File: config.mk
export PLATFORM = sky130hd
export DESIGN_NAME = config_loader
export DESIGN_NICKNAME = d
export VERILOG_FILES = /design/src/rtl/config_loader.sv
export SDC_FILE = /design/constraint.sdc
export NUM_CORES = 1
export LEC_CHECK = 0
export ABC_AREA = 0
export CORE_AREA = 2 2 55 57
export DETAILED_ROUTE_END_ITERATION = 6
export DIE_AREA = 0 0 57 59
export PLACE_DENSITY = 0.76
export SYNTH_ARGS = -nofsm -noshare
export SYNTH_HDL_FRONTEND = slang
export SYNTH_SLANG_ARGS = --single-unit
export TNS_END_PERCENT = 100
File: constraint.sdc
create_clock -name clk -period 2.39 [get_ports clk]
set_input_delay 0.3585 -clock clk [delete_from_list [all_inputs] [get_ports clk]]
set_output_delay 0.3585 -clock clk [all_outputs]
set_load 0.1 [all_outputs]
File: src/rtl/config_loader.sv
// Serial bitstream loader: feeds one config_tile shift chain, MSB-first.
// Optional readback capture from the chain tail under CONFIG_LOADER_READBACK_EN.
module config_loader #(
  parameter int WORD_W    = 8,
  parameter int CHAIN_LEN = 14,
  parameter int CNT_W     = $clog2(CHAIN_LEN + 1)
) (
  input  logic              clk,
  input  logic              rst_n,
  input  logic              start,
  input  logic              abort,
  input  logic [WORD_W-1:0] in_data,
  input  logic              in_valid,
  output logic              in_ready,
  output logic              cfg_bit,
  output logic              cfg_shift,
  output logic              busy,
  output logic              done,
  output logic [CNT_W-1:0]  bit_count
`ifdef CONFIG_LOADER_READBACK_EN
  ,
  input  logic              cfg_return,
  output logic [WORD_W-1:0] rb_data,
  output logic              rb_valid
`endif
);

  localparam int WC_W = $clog2(WORD_W + 1);

  typedef enum logic [1:0] {
    S_IDLE,
    S_WAIT,
    S_SHIFT,
    S_DONE
  } state_t;

  state_t            state;
  logic [WORD_W-1:0] shreg;
  logic [WC_W-1:0]   wcnt;
  logic              last_bit;
  logic              word_end;
  logic              go;
  logic              kill;

  assign last_bit = (bit_count == CNT_W'(CHAIN_LEN));
  assign word_end = (wcnt == WC_W'(WORD_W));
  assign go       = (state == S_IDLE) && start && !abort;
  assign kill     = (state != S_IDLE) && abort;

  always_ff @(posedge clk or negedge rst_n) begin
    if (!rst_n) begin
      state     <= S_IDLE;
      shreg     <= '0;
      wcnt      <= '0;
      in_ready  <= 1'b0;
      cfg_bit   <= 1'b0;
      cfg_shift <= 1'b0;
      busy      <= 1'b0;
      done      <= 1'b0;
      bit_count <= '0;
    end else begin
      done <= 1'b0;
      if (kill) begin
        // partial bit_count is kept for debug
        state     <= S_IDLE;
        shreg     <= '0;
        wcnt      <= '0;
        in_ready  <= 1'b0;
        cfg_bit   <= 1'b0;
        cfg_shift <= 1'b0;
        busy      <= 1'b0;
      end else begin
        unique case (state)
          S_IDLE: begin
            if (go) begin
              state     <= S_WAIT;
              busy      <= 1'b1;
              in_ready  <= 1'b1;
              bit_count <= '0;
            end
          end
          S_WAIT: begin
            if (in_valid) begin
              state     <= S_SHIFT;
              in_ready  <= 1'b0;
              cfg_shift <= 1'b1;
              cfg_bit   <= in_data[WORD_W-1];
              shreg     <= {in_data[WORD_W-2:0], 1'b0};
              bit_count <= bit_count + 1'b1;
              wcnt      <= WC_W'(1);
            end
          end
          S_SHIFT: begin
            if (last_bit) begin
              state     <= S_DONE;
              cfg_shift <= 1'b0;
              cfg_bit   <= 1'b0;
              busy      <= 1'b0;
              done      <= 1'b1;
              shreg     <= '0;
            end else if (word_end) begin
              state     <= S_WAIT;
              cfg_shift <= 1'b0;
              cfg_bit   <= 1'b0;
              in_ready  <= 1'b1;
            end else begin
              cfg_bit   <= shreg[WORD_W-1];
              shreg     <= {shreg[WORD_W-2:0], 1'b0};
              bit_count <= bit_count + 1'b1;
              wcnt      <= wcnt + 1'b1;
            end
          end
          S_DONE: begin
            state <= S_IDLE;
          end
          default: begin
            state <= S_IDLE;
          end
        endcase
      end
    end
  end

`ifdef CONFIG_LOADER_READBACK_EN
  localparam int PW = (WORD_W > 1) ? $clog2(WORD_W) : 1;
  localparam logic [PW-1:0] TOP = PW'(WORD_W - 1);

  logic [WORD_W-1:0] rb_acc;
  logic [WORD_W-1:0] rb_next;
  logic [PW-1:0]     rb_pos;

  // bits land at a descending position, so partial words come out left-aligned
  always_comb begin
    rb_next         = rb_acc;
    rb_next[rb_pos] = cfg_return;
  end

  always_ff @(posedge clk or negedge rst_n) begin
    if (!rst_n) begin
      rb_acc   <= '0;
      rb_pos   <= TOP;
      rb_data  <= '0;
      rb_valid <= 1'b0;
    end else begin
      rb_valid <= 1'b0;
      if (go || kill) begin
        rb_acc <= '0;
        rb_pos <= TOP;
      end else if (cfg_shift) begin
        if (rb_pos == '0 || last_bit) begin
          rb_data  <= rb_next;
          rb_valid <= 1'b1;
          rb_acc   <= '0;
          rb_pos   <= TOP;
        end else begin
          rb_acc <= rb_next;
          rb_pos <= rb_pos - 1'b1;
        end
      end
    end
  end
`endif

endmodule

==> impl_metrics.env, run 1 <==
export IMPL_nets=184
export IMPL_drt_total_wl_um=3160
export IMPL_final_common_cell="dfrtp_1"
export IMPL_diodes=0
export IMPL_core_mm2=0.00271
export IMPL_tightest_slew_ns=0.470
export IMPL_cp_end_kind="flop"
export IMPL_place_congestion=0.861
export IMPL_ys_ff_latch=22
export IMPL_clock_latency_ns=0.31
export IMPL_netlist_instances=138
export IMPL_dp_cells=188
export IMPL_drt_first_iter_violations=35
export IMPL_setup_viol=0
export IMPL_hold_path_class="input port to async pin"
export IMPL_status="finished clean"
export IMPL_clkTransAtPathRegs_ns=0.13
export IMPL_hpwlAfterDp_um=2360
export IMPL_grt_max_degree=23
export IMPL_synth_ff_type="dfrtp_1"
export IMPL_cts_resized_gates=0
export IMPL_final_cells=192
export IMPL_dpl_worst_slack_ns=0.148
export IMPL_synth_top_area_share_pct=39.2
export IMPL_ant_nets=0
export IMPL_leakage_nw=0.728
export IMPL_crit_fanout=7
export IMPL_grt_overflow_total=0
export IMPL_whs_ns=0.380
export IMPL_ys_seq_area_share_pct=39.2
export IMPL_maxSlewHeadroom_pct=68.4
export IMPL_drive_gt1_share_pct=18.0
export IMPL_dpl_instance_area_mm2=0.00163
export IMPL_grt_usage_pct=19.8
export IMPL_routed_via_count=1154
export IMPL_hold_viol=0
export IMPL_min_period_ns=2.25
export IMPL_worstPathArrival_ns=2.47
export IMPL_ir_drop_uv=1240
export IMPL_synth_largest_area_cell="dfrtp_1"
export IMPL_synth_edff_count=0
export IMPL_cts_tree="done"
export IMPL_initial_core_util_pct=51.8
export IMPL_cts_buffers=3
export IMPL_grt_pass1_wl_um=5110
export IMPL_pin_count=22
export IMPL_finalSetupTns_ns=0
export IMPL_antenna_found_initial=0
export IMPL_final_max_slew_viol_count=0
export IMPL_post_cts_buffers=0
export IMPL_final_cell_mix="20 x dfrtp_1, 12 x o21ai_0, 12 x clkdlybuf4s50_1, 12 x buf_4, 9 x ha_1"
export IMPL_yosys_warnings=0
export IMPL_post_drt_wl_per_cell_um=16.5
export IMPL_grt_pass1_vias=1087
export IMPL_worstSetupStartpointType="flop"
export IMPL_criticalPathCategory="flop to flop"
export IMPL_final_cell_area_mm2=0.00168
export IMPL_routed_via_density=6.01
export IMPL_clock_skew_ns=0.00202
export IMPL_synth_top_cells_by_area="dfrtp_1 39%, ha_1 8.0%, mux2i_1 5.0%"
export IMPL_clockBufferDepth=2
export IMPL_htreeDepth=1
export IMPL_syn_avg_cell_area_um2=10.2
export IMPL_required_ns=2.60
export IMPL_setup_ws_ns=0.135
export IMPL_area_growth_pct=19.5
export IMPL_remaining_drc_errors=0
export IMPL_grt_setup_unrepaired="no"
export IMPL_die_w_um=57
export IMPL_synth_area_mm2=0.00140
export IMPL_power_density_mw_per_mm2=1510
export IMPL_async_flop_share_pct=100
export IMPL_finalCritPeriodShare_pct=94.3
export IMPL_max_freq_ghz=0.443
export IMPL_num_rows=19
export IMPL_drv_cap=0
export IMPL_synth_net_count=160
export IMPL_root_buffer="clkbuf_4"
export IMPL_postCtsHoldBufs=0
export IMPL_dieArea_mm2=0.00336
export IMPL_die_h_um=59
export IMPL_first_pass_iters=5
export IMPL_cts_sinks=22
export IMPL_io_buffers=21
export IMPL_synth_distinct_cells=42
[kinds of logic after synthesis]
family / share of synthesized area, %
fa+ha+maj: 8.02
mux: 8.20
simple gates: 17.0
compound gates: 23.5
flops: 39.2
buf+inv: 4.01
[routing by layer]
metal	part of all wire [%]	GRT usage [%]	up-vias	wire, um
li1	-	-	561	-
met2	50	33.8	39	1570
met1	46	26.8	549	1450
met3	4.0	2.62	5	125
met4	0.73	4.98	0	23
met5	0	0	-	0
[path summary, 6_finish.rpt]
| check | from | endpoint | slack, ns | depth (start not counted) |
|---|---|---|---|---|
| max | state[0]$_DFFE_PN0P_ | shreg[7]$_DFFE_PN0P_ | 0.14 | 6 |
| min | rst_n | wcnt[1]$_DFFE_PN0P_ | 0.38 | 2 |
| max reg2reg | state[0]$_DFFE_PN0P_ | shreg[7]$_DFFE_PN0P_ | 0.14 | 6 |
| min reg2reg | shreg[2]$_DFFE_PN0P_ | shreg[2]$_DFFE_PN0P_ | 0.51 | 1 |
| max in group asynchronous | rst_n | bit_count[1]$_DFFE_PN0P_ | 1.77 | 2 |
| min in group clk | shreg[2]$_DFFE_PN0P_ | shreg[2]$_DFFE_PN0P_ | 0.51 | 1 |
[flip-flops by register name, summed over array words and instances (netlist names)]
name,count
wcnt,4
cfg_bit,1
cfg_shift,1
busy,1
done,1
in_ready,1
bit_count,4
shreg,7
state,2
[power by group]
part,internal (mW),total (mW),switching (mW)
Clock,0.170,0.289,0.119
Combinational,0.522,1.57,1.05
Sequential,0.528,0.672,0.144
Total,1.22,2.53,1.31
[stage by stage]
| step | util [%] | power, mW |
|---|---|---|
| final | 61.9 | 2.53 |
| after detailed placement | 60.0 | 2.23 |
| after global routing | 61.9 | 2.68 |
| after CTS | 61.9 | 2.52 |
| after global placement | 60.0 | 2.18 |
| after floorplan | - | 1.87 |
[Yosys cell counts, types with 3 or more instances]
library cell / n
o2bb2ai_1: 8
a21oi_1: 5
nand2b_1: 3
mux2i_1: 7
ha_1: 9
nand4_1: 3
dfrtp_1: 22
nor2_1: 6
mux2_2: 3
nand3_1: 8
nand3b_1: 3
o21ai_0: 12
nand2_1: 7
inv_1: 7
[worst max-delay path: stages, from the launching register on]
cell,delay (ns)
dfrtp_1,0.48
inv_1,0.16
ha_1,0.27
nand2b_1,0.27
nand2_1,0.20
o31ai_4,0.41
mux2_1,0.35
[final cells by class]
cell class,instances,area [um^2]
fillers,225,1030
multi-input cells,104,797
flip-flops and latches,22,553
repair buffers,24,210
well taps,31,38.8
clock inverters,1,30.0
inverters,7,26.3
clock buffers,3,22.5
Note: power is estimated with default switching activity, not from simulation.
==> run 2, diff against run 1 <==
CTS_BUF_LIST = sky130_fd_sc_hd__clkbuf_4   (was not set)
==> results of run 2 <==
Final layout, timing and power as in run 1 (identical DEF).
==> run 3, diff against run 2 <==
ABC_CLOCK_PERIOD_IN_PS = 2390   (was not set)
==> results of run 3 <==
Final layout, timing and power as in run 1 (identical DEF).
==> RTL edit: new RTL, config.mk and constraints of run 1 <==
Change the parameter `CHAIN_LEN` from 14 to 15.
--- a/src/rtl/config_loader.sv
+++ b/src/rtl/config_loader.sv
@@ -3,5 +3,5 @@
 module config_loader #(
   parameter int WORD_W    = 8,
-  parameter int CHAIN_LEN = 14,
+  parameter int CHAIN_LEN = 15,
   parameter int CNT_W     = $clog2(CHAIN_LEN + 1)
 ) (
Behaviour: no difference found for any inputs over 10 cycles, from zero or initial values and one cycle with rst_n low; that may be too few to reach the edited logic, so the function may still have changed.
==> RTL edit against run 1 <==
Core utilization down 2.0 points. Area after synthesis down 4.5%. Sequential power down 2%. Setup slack better by 0.095 ns. Sequential cell count unchanged. Count of clock-buffer cells in the layout up 1. Clock power down 26%. Final area down 3.3%. Synthesized cell count down 6.5%. Largest power group unchanged. Routed wire length down 5.5%. Critical path depth unchanged. Die area unchanged. Total power down 6.8%.
==> RTL edit: results (changes against run 1) <==
syn_nets = 150 (was 160)
first-pass GRT wire length = 5368 um (was 5106 um)
top cells by count, synth = dfrtp_1, nand2_1, ha_1, o21ai_0 (was dfrtp_1, o21ai_0, ha_1)
iteration-0 DRC count of the detailed router = 53 (was 35)
share of layout cells above drive strength 1 = 16.67% (was 18.01%)
Placer Congestion = 0.8456 (was 0.8606)
met1 Usage GRT = 27.21% (was 26.79%)
drt pass-1 iters = 4 (was 5)
sequential cells = 22 (unchanged)
Nets = 178 (was 184)
final WL = 2990 um (was 3163 um)
Worst VDD drop = 1.136 mV (was 1.235 mV)
clock-cell share of area = 2.236% (was 3.132%)
Final non-clock buffer share = 12.95% (was 12.53%)
post-synthesis mux area share = 8.022% (was 8.200%)
status = completed (unchanged)
Seq/total area = 33.92% (was 32.96%)
Combinational Power Share = 63.0% (was 62.0%)
area delta synth->final = 20.99% (was 19.52%)
M1 wire length = 1358 um (was 1446 um)
multi-input gate count = 99 (was 104)
count of cell types in the netlist = 43 (was 42)
Post-Synth Adder-Cell Area = 7.463% (was 8.021%)
Static Leak = 0.0007328 uW (was 0.0007282 uW)
Via density = 6.032 (was 6.010)
switching share of total power = 51.77% (was 51.75%)
clkbuf count = 4 (was 3)
met3 WL post-DR = 205 um (was 125 um)
vias in the first global route = 1154 (was 1087)
Slew @ Worst Pin = 0.4190 ns (was 0.4701 ns)
worst clock skew = 0.007109 ns (was 0.002016 ns)
Fillers = 236 (was 225)
WP data arrival = 2.37 ns (was 2.47 ns)
area of the multi-input gates = 760.7 um2 (was 797.0 um2)
pre-CTS setup slack = 0.2343 ns (was 0.1476 ns)
DP HPWL = 2239 um (was 2360 um)
-- RTL edit: kinds of logic (layout without fill, tap and decap cells) --
logic type	after synthesis	in the layout
muxes	10	10
and+or+nand+nor	38	38
adders and majority gates	8	8
DFF	22	22
AOI/OAI and AO/OA	43	43
buffers and inverters	8	35
-- RTL edit: through the flow --
step | hold WS [ns] | power (uW) | std cells
4_1_cts | 0.3810 | 2367 | 187
2_1_floorplan | 0.06291 | 1812 | 129
6_report | 0.3706 | 2356 | 187
5_1_grt | 0.3770 | 2537 | 187
3_5_place_dp | 0.4708 | 2152 | 183
3_3_place_gp | 0.4686 | 2115 | 183
-- RTL edit: critical path, delay by kind of cell, from the launching register on --
family	cells	cell delay, ns
adder cells (fa/ha/maj)	1	0.28
AO/OA/AOI/OAI	2	0.53
AND/OR/NAND/NOR	1	0.30
multiplexers	1	0.32
flip-flops	1	0.49
buffers and inverters	1	0.13
